===== config.mk =====
export PLATFORM = sky130hd
export DESIGN_NAME = ws2812_frame_scheduler
export DESIGN_NICKNAME = d
export VERILOG_FILES = /design/src/rtl/ws2812_frame_scheduler.sv
export SDC_FILE = /design/constraint.sdc
export NUM_CORES = 1
export LEC_CHECK = 0
export BUFFER_PORTS_ARGS = -buffer_cell sky130_fd_sc_hd__buf_2
export CAP_MARGIN = 20
export CORE_ASPECT_RATIO = 1.75
export CORE_UTILIZATION = 59
export CTS_CLUSTER_SIZE = 20
export DETAILED_ROUTE_END_ITERATION = 12
export GPL_TIMING_DRIVEN = 0
export PLACE_DENSITY = 0.84
export SLEW_MARGIN = 20
export SYNTH_ARGS = -nofsm -noshare
export SYNTH_HDL_FRONTEND = slang
export SYNTH_SLANG_ARGS = --single-unit

===== constraint.sdc =====
create_clock -name CLK -period 3.5 [get_ports CLK]
set_input_delay 0.875 -clock CLK [delete_from_list [all_inputs] [get_ports CLK]]
set_output_delay 0.875 -clock CLK [all_outputs]
set_load 0.1 [all_outputs]

===== src/rtl/ws2812_frame_scheduler.sv =====
// ws2812_frame_scheduler
//   Paces whole-frame transfers to the ws2812_output serializer. A free-running
//   period counter produces a tick every FRAME_CYCLES clocks. A tick seen in WAIT
//   with enable high starts a frame: the first byte is prefetched from the
//   double-buffered pixel RAM, ws_trigger fires, and each serializer byte request
//   launches the fetch of the next byte. Bank ownership swaps with the producer
//   only at frame start, and only when frame_ready is high.
//
//   Optional feature macro: GLOBAL_DIM_EN
//     adds input dim[7:0]. It is sampled at frame start and held for the frame.
//     ws_byte = (mem_rdata * (dim + 1)) >> 8, in the same register stage.
//
// Ports
//   CLK, rst_n          clock; asynchronous active-low reset
//   enable              allow new frames to start at a tick
//   frame_ready         producer has filled the back bank (level)
//   frame_ack           1-cycle pulse: swap taken
//   bank_sel            bank being displayed (the producer owns ~bank_sel)
//   mem_addr/mem_rdata  byte index into displayed bank / read data one cycle later
//   ws_trigger          1-cycle pulse starting a serializer frame
//   ws_data_request     serializer captures ws_byte in this cycle
//   ws_byte             byte presented to the serializer
//   frame_done          1-cycle pulse after the last byte is captured
//   frame_count         completed frames (wraps)
//   underrun            sticky: a request arrived while a fetch was pending
//   busy                state is not WAIT
module ws2812_frame_scheduler #(
  parameter int LEDS         = 40,
  parameter int FRAME_CYCLES = 1200000,
  parameter int ADDR_W       = $clog2(LEDS*3)
) (
  input  logic              CLK,
  input  logic              rst_n,
  input  logic              enable,
  input  logic              frame_ready,
  output logic              frame_ack,
  output logic              bank_sel,
  output logic [ADDR_W-1:0] mem_addr,
  input  logic [7:0]        mem_rdata,
  output logic              ws_trigger,
  input  logic              ws_data_request,
  output logic [7:0]        ws_byte,
  output logic              frame_done,
  output logic [15:0]       frame_count,
  output logic              underrun,
`ifdef GLOBAL_DIM_EN
  input  logic [7:0]        dim,
`endif
  output logic              busy
);

  localparam int NBYTES = LEDS * 3;
  localparam int CNT_W  = (FRAME_CYCLES > 1) ? $clog2(FRAME_CYCLES) : 1;
  localparam logic [CNT_W-1:0]  CNT_MAX   = CNT_W'(FRAME_CYCLES - 1);
  localparam logic [ADDR_W-1:0] LAST_ADDR = ADDR_W'(NBYTES - 1);

  typedef enum logic [1:0] {S_WAIT = 2'd0, S_FETCH = 2'd1, S_STREAM = 2'd2} state_t;

  state_t            r_state, w_next;
  logic [CNT_W-1:0]  r_cnt;
  logic [1:0]        r_fetch;   // 2: address presented, 1: read data arriving, 0: idle
  logic [ADDR_W-1:0] r_addr;
  logic [7:0]        r_byte;
  logic [15:0]       r_count;
  logic              r_bank, r_ack, r_trig, r_done, r_unr;
  logic              w_tick, w_pending, w_load;
  logic              w_start, w_adv, w_last, w_unr;
  logic [7:0]        w_byte_nxt;

  assign w_tick    = (r_cnt == '0);
  assign w_pending = (r_fetch != 2'd0);
  assign w_load    = (r_fetch == 2'd1);

  always_ff @(posedge CLK or negedge rst_n) begin
    if (!rst_n) r_state <= S_WAIT;
    else        r_state <= w_next;
  end

  always_comb begin
    w_next  = r_state;
    w_start = 1'b0;
    w_adv   = 1'b0;
    w_last  = 1'b0;
    w_unr   = 1'b0;
    case (r_state)
      S_WAIT: if (w_tick && enable) begin
        w_start = 1'b1;
        w_next  = S_FETCH;
      end
      // Leave once the first byte lands in ws_byte; the trigger is registered
      // so it coincides with that byte becoming valid.
      S_FETCH: if (w_load) w_next = S_STREAM;
      S_STREAM: if (ws_data_request) begin
        if (w_pending)                w_unr  = 1'b1;
        else if (r_addr == LAST_ADDR) begin
          w_last = 1'b1;
          w_next = S_WAIT;
        end else                      w_adv  = 1'b1;
      end
      default: w_next = S_WAIT;
    endcase
  end

  always_ff @(posedge CLK or negedge rst_n) begin
    if (!rst_n) begin
      r_cnt   <= CNT_MAX;
      r_fetch <= 2'd0;
      r_addr  <= '0;
      r_byte  <= 8'h00;
      r_count <= 16'h0000;
      r_bank  <= 1'b0;
      r_ack   <= 1'b0;
      r_trig  <= 1'b0;
      r_done  <= 1'b0;
      r_unr   <= 1'b0;
    end else begin
      r_cnt  <= w_tick ? CNT_MAX : r_cnt - CNT_W'(1);
      r_ack  <= w_start & frame_ready;
      r_trig <= (r_state == S_FETCH) & w_load;
      r_done <= w_last;
      if (w_start && frame_ready) r_bank <= ~r_bank;
      if (w_start) begin
        r_addr  <= '0;
        r_fetch <= 2'd2;
      end else if (w_adv) begin
        r_addr  <= r_addr + ADDR_W'(1);
        r_fetch <= 2'd2;
      end else if (w_pending) begin
        r_fetch <= r_fetch - 2'd1;
      end
      if (w_load) r_byte  <= w_byte_nxt;
      if (w_last) r_count <= r_count + 16'd1;
      if (w_unr)  r_unr   <= 1'b1;
    end
  end

`ifdef GLOBAL_DIM_EN
  logic [7:0]  r_dim;
  logic [15:0] w_prod;

  always_ff @(posedge CLK or negedge rst_n) begin
    if (!rst_n)       r_dim <= 8'h00;
    else if (w_start) r_dim <= dim;
  end

  // rdata*(dim+1) never exceeds 255*256, so 16 bits hold it exactly.
  assign w_prod     = 16'(mem_rdata) * 16'(r_dim) + 16'(mem_rdata);
  assign w_byte_nxt = 8'(w_prod >> 8);
`else
  assign w_byte_nxt = mem_rdata;
`endif

  assign frame_ack   = r_ack;
  assign bank_sel    = r_bank;
  assign mem_addr    = r_addr;
  assign ws_trigger  = r_trig;
  assign ws_byte     = r_byte;
  assign frame_done  = r_done;
  assign frame_count = r_count;
  assign underrun    = r_unr;
  assign busy        = (r_state != S_WAIT);

endmodule


; ---- Word level (Yosys, flattened, before mapping)
; Cells that the tools add are included.
[word_totals]
mem_bits_ro = 0
in_bits = 13
out_inout_bits = 37
mem_count = 0
mem_bits_rw = 0
regBits = 61
latch_bits = 0
[op_classes]
muxes = 25
div = 0
shift = 0
reduce_logical = 9
addsub = 4
eq_ne = 9
mul = 0
n_bitwise = 3
n_lt_le_gt_ge = 0
[ops]
columns = cell, n
row1 = $logic_not A21 Y1, 1
row2 = $mux W21, 1
row3 = $sub A21 B1 Y21 const B, 1
row4 = $add A16 B1 Y16 const B, 1
row5 = $mux W2, 8
row6 = $mux W7, 2
row7 = $mux W1, 13
row8 = $ne A2 B2 Y1 const B, 5
row9 = $add A7 B1 Y7 const B, 1
row10 = $eq A7 B7 Y1 const B, 1
row11 = $pmux W2 S3, 1
row12 = $reduce_bool A2 Y1, 3
row13 = $reduce_and A5 Y1, 1
row14 = $eq A2 B1 Y1 const B, 2
row15 = $reduce_bool A3 Y1, 1
row16 = $and A1 B1 Y1, 2
row17 = $eq A2 B2 Y1 const B, 1
row18 = $logic_and A1 B1 Y1, 2
row19 = $logic_not A2 Y1, 1
row20 = $sub A2 B1 Y2 const B, 1
row21 = $not A1 Y1, 1

; ---- Depth between registers and ports, before layout
[logic_depth]
depth_word = 7
mapped_depth = 9
depth_no_buf = 7

; ---- Worst setup path after synthesis
; Ideal clock, no wire load.
[synth_timing]
path_type = reg2reg
from = register r_addr[0] (netlist: mem_addr[0])
to = register r_count[6] (netlist: frame_count[6])
synth_period_minus_slack_ps = 2687
t_required_ps = 3341
path_slack_ps = 813
path_stages_with_launch = 8
setup_ps = 159
arrival_time_ps = 2528
n_path_buf = 1
cell_sequence = dfrtp_1 -> ha_1 -> nand2_1 -> nor3_1 -> and3_1 -> clkbuf_1 -> nand4_1 -> xnor2_1
[synth_between]
elab_chain_cells = 5
[synth_rtl]
columns = element, line_no
row1 = from (decl), 62  ; logic [ADDR_W-1:0] r_addr;
row2 = from (signal assigned), 126  ; r_addr <= r_addr + ADDR_W'(1);
row3 = $eq A7 B7 Y1, 95  ; else if (r_addr == LAST_ADDR) begin
row4 = $mux W1, 95
row5 = $mux W1, 94  ; if (w_pending) w_unr = 1'b1;
row6 = $mux W1, 93  ; S_STREAM: if (ws_data_request) begin
row7 = $mux W1, 85  ; case (r_state)
row8 = net w_last, 67  ; logic w_start, w_adv, w_last, w_unr;
row9 = to (signal assigned), 132  ; if (w_last) r_count <= r_count + 16'd1;
row10 = to (decl), 64  ; logic [15:0] r_count;
; The timed path passes the listed nets, and every way through them passes these cells.
; A chain may end at the register's enable or synchronous reset.

; ---- Final worst setup path
[layout_timing]
from = register r_fetch[0]
to = register r_count[12] (netlist: frame_count[12])
[layout_between]
elab_chain_cells = 4
[layout_rtl]
columns = element, line_no
row1 = from (decl), 61  ; logic [1:0] r_fetch;
row2 = from (signal assigned), 129  ; r_fetch <= r_fetch - 2'd1;
row3 = $reduce_bool A2 Y1, 71  ; assign w_pending = (r_fetch != 2'd0);
row4 = $mux W1, 94
row5 = $mux W1, 93
row6 = $mux W1, 85
row7 = net w_last, 67
; The timed path passes the listed nets, and every way through them passes these cells.

==> impl_metrics.env <==
export IMPL_status="finished, final reports clean"
export IMPL_n_antenna_cell=0
export IMPL_ir_drop_mv=0.304
export IMPL_synth_top_family_by_area="simple AND/OR/NAND/NOR gates"
export IMPL_final_common_cell="buf_2"
export IMPL_dp_hpwl_um=3780
export IMPL_timing_final_crit_share=0.772
export IMPL_multiInputGateArea_um2=1150
export IMPL_nets=319
export IMPL_via_per_inst=5.57
export IMPL_rows=32
export IMPL_p_per_area_nw_per_um2=414
export IMPL_synth_xor_area_share=0.112
export IMPL_grt_overflow_total=0
export IMPL_fin_tns_setup_ps=0
export IMPL_totalWireLength_um=5220
export IMPL_die_h_um=92.0
export IMPL_ctsHoldBuffers=0
export IMPL_synthSimpleGateAreaFrac=0.214
export IMPL_wire_per_inst_um=14.6
export IMPL_grt_pass1_wl_um=8870
export IMPL_cts_root_buf="clkbuf_8"
export IMPL_synth_adder_area_share=0.0229
export IMPL_initial_core_util=0.620
export IMPL_ctsResizeCount=0
export IMPL_cts_max_path_buffers=2
export IMPL_vias=1988
export IMPL_final_area_um2=3220
export IMPL_finClkSkew_ps=11.1
export IMPL_cp_start_kind="flop"
export IMPL_crit_type="flop to flop"
export IMPL_placed_area_um2=3040
export IMPL_place_congestion=0.790
export IMPL_drive_gt1_frac=0.330
export IMPL_yosys_area_top_type_share=0.431
export IMPL_yosys_area_top_type="dfrtp_1"
export IMPL_grt_max_degree=62
export IMPL_ys_ff_latch=61
export IMPL_ys_types=40
export IMPL_grt_pass1_vias=2055
export IMPL_leakage_uw=0.00156
export IMPL_dr_pass1_iters=4
export IMPL_syn_area_per_cell_um2=11.3
export IMPL_htree_levels=3
export IMPL_synth_warnings=0
export IMPL_cts_tree="yes"
export IMPL_slew_headroom=0.450
export IMPL_synth_cells=241
export IMPL_cp_end_kind="flop"
export IMPL_dp_cells=341
export IMPL_core_area_um2=4400
export IMPL_numClockSinks=61
export IMPL_synthMuxAreaShare=0.0412
export IMPL_first_iter_violations=26
export IMPL_synth_compound_area_frac=0.0311
export IMPL_fin_crit_ps=2700
export IMPL_syn_nets=259
export IMPL_ys_flop_type="dfrtp_1"
export IMPL_final_core_util=0.731
export IMPL_final_cell_mix="48 x buf_2, 47 x dfrtp_1, 23 x nand2_1"
export IMPL_critPathArrivalTime_ps=2920
export IMPL_clk_latency_ps=330
export IMPL_synth_edff_count=0
export IMPL_drc_errors=0
export IMPL_n_fill_cell=318
export IMPL_syn_cell_area_um2=2730
export IMPL_synth_seq_area_share=0.565
export IMPL_seqCellArea_um2=1540
export IMPL_rsz0062_at_grt="false"
export IMPL_numCtsBuffers=9
export IMPL_area_growth_syn_to_layout_pct=17.9
export IMPL_fmax_ghz=0.370
export IMPL_cp_required_ps=3720
export IMPL_track_usage=0.249
export IMPL_worst_path_max_fanout=7
export IMPL_slew_viol_final=0
export IMPL_portBuffers=49
export IMPL_ant_nets=0
export IMPL_postCtsSetupBuffers=0
export IMPL_hold_violations=0
export IMPL_clk_pin_slew_ps=60
export IMPL_hold_class="flop to flop"
export IMPL_async_flop_share=1.00
export IMPL_final_cells=357
export IMPL_synthTopCellsByArea="dfrtp_1 43%, dfstp_2 13%, xnor2_1 6.7%"
export IMPL_setup_viol=0
export IMPL_die_area_um2=4920
export IMPL_cap_violations=0
export IMPL_antenna_found_initial=0
export IMPL_tightest_slew_ps=818
export IMPL_die_w_um=53.4
export IMPL_boundaryPins=50
flip-flops by register name, summed over array words and instances, names as in the netlist:
name and flops:
bank_sel 1, frame_ack 1, frame_count 16, frame_done 1
mem_addr 7, r_cnt 21, r_fetch 2, r_state 2
underrun 1, ws_byte 8, ws_trigger 1
final timing paths:
check / startpoint / end / slack, ps / cells after the start
setup / recovery: r_fetch[0] / frame_count[12] / 800 / 9
hold / removal: r_cnt[0] / r_cnt[0] / 460 / 1
setup reg to reg: r_fetch[0] / frame_count[12] / 800 / 9
hold reg to reg: r_cnt[0] / r_cnt[0] / 460 / 1
max in group asynchronous: rst_n / frame_ack / 2390 / 1
min in group asynchronous: rst_n / frame_count[5] / 600 / 1
metrics by stage:
step / power, µW / hold slack [ps] / setup slack, ps
2_1_floorplan: 765 / 433 / 813
3_3_place_gp: 791 / 446 / 795
3_5_place_dp: 793 / 449 / 749
4_1_cts: 1350 / 465 / 806
5_1_grt: 1390 / 475 / 610
6_report: 1330 / 459 / 797
worst max-delay path: stages (launching register included):
cell and delay, ps:
dfrtp_1 410, inv_1 80, ha_1 140, clkbuf_1 270, nand4b_1 210, nor3_1 670
and3_1 240, clkbuf_1 270, nand3_1 150, xnor2_1 150
synthesized netlist by cell type, types with 3 or more instances:
cell type / n
a21oi_1: 3
nor4_1: 3
xnor2_1: 21
nor2_1: 21
nand4_1: 8
or4_4: 3
dfstp_2: 14
nor3_1: 11
nand3_1: 13
inv_1: 7
clkbuf_1: 3
ha_1: 5
o21ai_0: 5
dfrtp_1: 47
and3_1: 3
xor2_1: 12
nand2_1: 23
mux2_2: 10
power by group:
group	internal (µW)	leakage (µW)	total, µW	switching (µW)
clock	292	0.0000921	553	261
sequential	711	0.000785	713	2.04
combinational	11.7	0.000685	66.7	55.0
total	1010	0.00156	1330	318
final cells by class:
cell class | instances | share of cell area
Buffer | 3 | 0.00350
Clock buffer | 12 | 0.0482
Multi-Input combinational cell | 170 | 0.357
Inverter | 7 | 0.00816
Sequential cell | 61 | 0.479
Tap cell | 51 | 0.0198
Clock inverter | 4 | 0.00699
Timing Repair Buffer | 49 | 0.0769
kinds of logic after synthesis:
logic type	count (synthesis)
buffers and inverters	10
AO/OA/AOI/OAI	14
flip-flops	61
adder cells (fa/ha/maj)	5
multiplexers	10
AND/OR/NAND/NOR	107
XOR/XNOR	34
routing by layer:
| metal | global-route usage | vias up | share of wire |
|---|---|---|---|
| met5 | 0 | - | 0 |
| met3 | 0.0730 | 20 | 0.033 |
| met1 | 0.267 | 971 | 0.38 |
| met2 | 0.411 | 42 | 0.54 |
| li1 | - | 955 | - |
| met4 | 0.147 | 0 | 0.041 |
No activity file was read; power rests on OpenSTA's default activity.
